## config.mk

```make
export PLATFORM = sky130hd
export DESIGN_NAME = dmem_port_arbiter
export DESIGN_NICKNAME = d
export VERILOG_FILES = /design/src/rtl/dmem_port_arbiter.sv
export SDC_FILE = /design/constraint.sdc
export NUM_CORES = 1
export LEC_CHECK = 0
export CORE_MARGIN = 4
export CORE_UTILIZATION = 36
export CTS_CLUSTER_DIAMETER = 30
export DETAILED_ROUTE_END_ITERATION = 8
export PLACE_DENSITY = 0.81
export SLEW_MARGIN = 5
export SYNTH_ARGS = -nofsm -noshare
export SYNTH_HDL_FRONTEND = slang
export SYNTH_SLANG_ARGS = --single-unit
```

## constraint.sdc

```tcl
create_clock -name clock -period 2.3 [get_ports clock]
set_clock_uncertainty 0.05 [all_clocks]
set_input_delay 0.23 -clock clock [delete_from_list [all_inputs] [get_ports clock]]
set_output_delay 0.23 -clock clock [all_outputs]
set_load 0.05 [all_outputs]
```

## src/rtl/dmem_port_arbiter.sv

```systemverilog
// Arbiter sharing one synchronous dmem port between the processor (P) and a
// debug/program-loader master (D).
//
// Ports:
//   clock, reset            single clock, asynchronous active-high reset
//   p_req/p_wren/p_address/p_data  processor request (held until p_gnt)
//   p_gnt, p_rvalid, p_q    processor grant and read return
//   d_req/d_wren/d_address/d_data  debug request (held until d_gnt)
//   d_lock                  debug asks for exclusive ownership of dmem
//   d_gnt, d_rvalid, d_q    debug grant and read return
//   locked                  debug currently owns dmem exclusively
//   address_dmem/data/wren  to dmem; q_dmem from dmem (READ_LATENCY cycles)
module dmem_port_arbiter #(
  parameter int unsigned ADDR_WIDTH   = 12,
  parameter int unsigned DATA_WIDTH   = 32,
  parameter int unsigned READ_LATENCY = 1
) (
  input  logic                  clock,
  input  logic                  reset,
  input  logic                  p_req,
  input  logic                  p_wren,
  input  logic [ADDR_WIDTH-1:0] p_address,
  input  logic [DATA_WIDTH-1:0] p_data,
  output logic                  p_gnt,
  output logic                  p_rvalid,
  output logic [DATA_WIDTH-1:0] p_q,
  input  logic                  d_req,
  input  logic                  d_wren,
  input  logic [ADDR_WIDTH-1:0] d_address,
  input  logic [DATA_WIDTH-1:0] d_data,
  input  logic                  d_lock,
  output logic                  d_gnt,
  output logic                  d_rvalid,
  output logic [DATA_WIDTH-1:0] d_q,
  output logic                  locked,
  output logic [ADDR_WIDTH-1:0] address_dmem,
  output logic [DATA_WIDTH-1:0] data,
  output logic                  wren,
  input  logic [DATA_WIDTH-1:0] q_dmem
);

  typedef enum logic [0:0] {StOpen, StLocked} lock_state_e;

  // Stages below the tail; a P read sitting there has not returned yet.
  localparam logic [READ_LATENCY-1:0] NonTailMask = {READ_LATENCY{1'b1}} >> 1;

  lock_state_e             lock_state_q, lock_state_d;
  logic                    last_winner_d_q;  // 1: D won the most recent grant
  logic [READ_LATENCY-1:0] tag_valid_q, tag_valid_d;
  logic [READ_LATENCY-1:0] tag_owner_q, tag_owner_d;  // 1: read belongs to D
  logic [DATA_WIDTH-1:0]   p_q_hold_q, d_q_hold_q;
  logic                    grant_p, grant_d;
  logic                    read_push;
  logic                    p_read_pending;
  logic                    tail_valid, tail_owner;

  // Arbitration: lock shuts P out, otherwise round-robin on conflict.
  always_comb begin
    grant_p = 1'b0;
    grant_d = 1'b0;
    if (lock_state_q == StLocked) begin
      grant_d = d_req;
    end else if (p_req && d_req) begin
      grant_p = last_winner_d_q;
      grant_d = ~last_winner_d_q;
    end else begin
      grant_p = p_req;
      grant_d = d_req;
    end
  end

  assign p_gnt  = grant_p;
  assign d_gnt  = grant_d;
  assign locked = (lock_state_q == StLocked);

  always_comb begin
    address_dmem = '0;
    data         = '0;
    wren         = 1'b0;
    if (grant_p) begin
      address_dmem = p_address;
      data         = p_data;
      wren         = p_wren;
    end else if (grant_d) begin
      address_dmem = d_address;
      data         = d_data;
      wren         = d_wren;
    end
  end

  assign read_push = (grant_p & ~p_wren) | (grant_d & ~d_wren);

  // A P read is in flight if granted now or still short of the tail.
  assign p_read_pending = (grant_p & ~p_wren) |
                          (|(tag_valid_q & ~tag_owner_q & NonTailMask));

  always_comb begin
    lock_state_d = lock_state_q;
    case (lock_state_q)
      StOpen:   if (d_lock && !p_read_pending) lock_state_d = StLocked;
      StLocked: if (!d_lock) lock_state_d = StOpen;
      default:  lock_state_d = StOpen;
    endcase
  end

  // Read-tag shift register: stage 0 takes this cycle's grant.
  always_comb begin
    tag_valid_d    = tag_valid_q << 1;
    tag_owner_d    = tag_owner_q << 1;
    tag_valid_d[0] = read_push;
    tag_owner_d[0] = grant_d;
  end

  assign tail_valid = tag_valid_q[READ_LATENCY-1];
  assign tail_owner = tag_owner_q[READ_LATENCY-1];
  assign p_rvalid   = tail_valid & ~tail_owner;
  assign d_rvalid   = tail_valid & tail_owner;
  assign p_q        = p_rvalid ? q_dmem : p_q_hold_q;
  assign d_q        = d_rvalid ? q_dmem : d_q_hold_q;

  always_ff @(posedge clock or posedge reset) begin
    if (reset) begin
      lock_state_q    <= StOpen;
      last_winner_d_q <= 1'b1;
      tag_valid_q     <= '0;
      tag_owner_q     <= '0;
      p_q_hold_q      <= '0;
      d_q_hold_q      <= '0;
    end else begin
      lock_state_q <= lock_state_d;
      tag_valid_q  <= tag_valid_d;
      tag_owner_q  <= tag_owner_d;
      if (grant_p || grant_d) last_winner_d_q <= grant_d;
      if (p_rvalid) p_q_hold_q <= q_dmem;
      if (d_rvalid) d_q_hold_q <= q_dmem;
    end
  end

endmodule

```

==> results.ini <==
[die]
io_pins = 241
core-area_um2 = 9730
start_util = 0.367
rows = 36
dieHeight_um = 108
fp.dieW_um = 108
fp.dieArea_um2 = 11600

[critical_path]
rr_endpoint = d_q_hold_q[3]$_DFF_PP0_
arrival_ns = 1.89
r2r_slack_ns = 0.77
required_ns = 2.02
crit_type = flop to output port
rr_startpoint = tag_owner_q$_DFF_PP0_
endpoint_kind = output port
critPathMaxFanout = 48
start_kind = flop
r2r_cells = 3

[global_routing]
grt_overflow = 0
grt_start_max_net_pins = 49
grt_pass1_vias = 3560
antenna_found_initial = 0
grt_pass1_wl_mm = 18.9
track_usage = 0.210

[yosys]
synth_warnings = 0
ys_seq_area_frac = 0.476
syn-num-nets = 435
yosysUniqueCellTypes = 19
synth_cells = 308
syn-cell-area_um2 = 3570
synth_seq_cells = 68
synth_area_per_cell_um2 = 11.6

[timing]
slew_viol_final = 0
clock.fmax_ghz = 0.460
setup_viol_count_final = 0
setup-tns-final_ns = 0
relSlewSlack = 0.620
period_share = 0.945
hold_viol_final = 0
hold_ws_ns = 0.210
rsz0062_at_grt = no
min_period_ns = 2.17
tightest_slew_ns = 0.570

[job]
drv_cap = 0

[clocking]
clock_latency_ns = 0.33
clockBufferDepth = 2
post_cts_resized = 0
cts_root_buf = clkbuf_8
post_cts_buffers = 0
cts_tree = built
cts_made_buffers = 9
clock-sinks = 68
hold_buffers = 0
clkTransAtPathRegs_ns = 0.07
cts-htree-levels = 3

[pwr]
p_leak_nw = 2.98
p_per_area_nw_per_um2 = 950
power_mw = 6.13
ir_drop_uv = 493
power_frac_seq = 0.261
combPwrFrac = 0.582
p_int_mw = 3.49
pwr-share-clk = 0.157
p_switching_mw = 2.65
netSwitchingFraction = 0.432

[detailed_routing]
ant_nets = 0
drcViolationCount = 0
firstDrtPassIters = 4
wire_per_inst_um = 18.4
dr.first_iter.drc_count = 94
via_count = 3324
routed_wl_mm = 12.4
viasPerCell = 4.90

[cells_and_area]
drive_gt1_frac = 0.394
num-nets-final = 667
syn_to_final_growth_pct = 80.6
diodes = 0
final_cells = 678
finish.utilization = 0.664

[placement]
portBuffers = 240
gp_congestion = 0.870
dp.final_hpwl_mm = 9.73
placed_cells = 662

[worst_hold_path]
holdCritPathClass = primary input to async pin

[status]
status = finished, final reports clean

[stage by stage]
step | setup slack [ns] | area [um2]
3_5_place_dp | 0.233 | 6260
5_1_grt | 0.0119 | 6460
3_3_place_gp | 0.308 | 6260
4_1_cts | 0.0571 | 6460
6_report | 0.127 | 6460
2_1_floorplan | -0.271 | 3630
[layer usage]
metal / track usage / routed length, um / up-vias
li1: - / - / 1535
met1: 0.216 / 4280 / 1593
met2: 0.386 / 6640 / 161
met3: 0.0726 / 1060 / 35
met4: 0.0830 / 465 / 0
met5: 0 / 0 / -
[critical path, cell delays in order (launching register included)]
cell and delay, ns:
dfrtp_1 0.42, nand2b_4 0.42, o32ai_1 0.44, buf_4 0.26
[logic make-up (layout without fill, tap and decap cells)]
logic type / Yosys count / in the layout / synth area share
AND/OR/NAND/NOR: 55 / 55 / 0.0697
AO/OA/AOI/OAI: 47 / 47 / 0.115
multiplexers: 64 / 64 / 0.232
buffers and inverters: 74 / 311 / 0.107
flip-flops: 68 / 68 / 0.476
[area by class of cell]
cell class | instances | area (um2)
clock inverter | 6 | 63.8
clock buffer | 10 | 128
tap | 133 | 166
timing repair buffer | 248 | 2670
sequential | 68 | 1700
multi-input combinational | 166 | 1550
inverter | 47 | 176
fill | 724 | 3270
[worst max path at each step]
stage	to	slack, ns	start	cells after the start
CTS	d_q[31]	0.06	tag_owner_q$_DFF_PP0_	4
floorplan	address_dmem[10]	-0.27	locked$_DFF_PP0_	4
global placement	wren	0.31	d_req	5
global route	d_q[1]	0.01	tag_owner_q$_DFF_PP0_	4
finish	data[8]	0.13	locked$_DFF_PP0_	3
detailed placement	address_dmem[10]	0.23	p_req	4
[flip-flops by register name, summed over array words and instances (netlist names)]
name	cells
tag_valid_q	1
d_q_hold_q	32
last_winner_d_q	1
p_q_hold_q	32
tag_owner_q	1
locked	1
[Yosys cell counts (all sizes together)]
| master | instances | share of area |
|---|---|---|
| and3b | 1 | 0.0025 |
| dfstp | 1 | 0.0074 |
| mux2 | 64 | 0.23 |
| clkbuf | 5 | 0.0053 |
| nor2b | 3 | 0.0095 |
| nor2 | 3 | 0.0031 |
| nand2b | 2 | 0.0056 |
| o31a | 1 | 0.0025 |
| inv | 47 | 0.049 |
| buf | 22 | 0.052 |
| dfrtp | 67 | 0.47 |
| nand2 | 46 | 0.049 |
| o32ai | 46 | 0.11 |
[power by group through the flow]
stage	Clock, mW	Combinational, mW	Sequential (mW)
after floorplan	0	2.16	1.59
after global routing	1.06	3.70	1.63
after CTS	1.01	3.60	1.60
final	0.963	3.57	1.60
after global placement	0	3.54	1.60
after detailed placement	0	3.59	1.62
[layout by cell type (no fill, tap or decap), types with 3 or more instances in the layout]
master / Yosys / layout
nand2_1: 45 / 45
o32ai_2: 0 / 8
buf_12: 0 / 39
clkdlybuf4s50_1: 0 / 127
mux2_4: 29 / 29
buf_4: 3 / 82
o32ai_1: 46 / 38
nor2_1: 3 / 3
clkbuf_8: 0 / 9
mux2_2: 35 / 35
inv_1: 47 / 46
dfrtp_1: 67 / 67
Power figures use the tool's default switching activity.
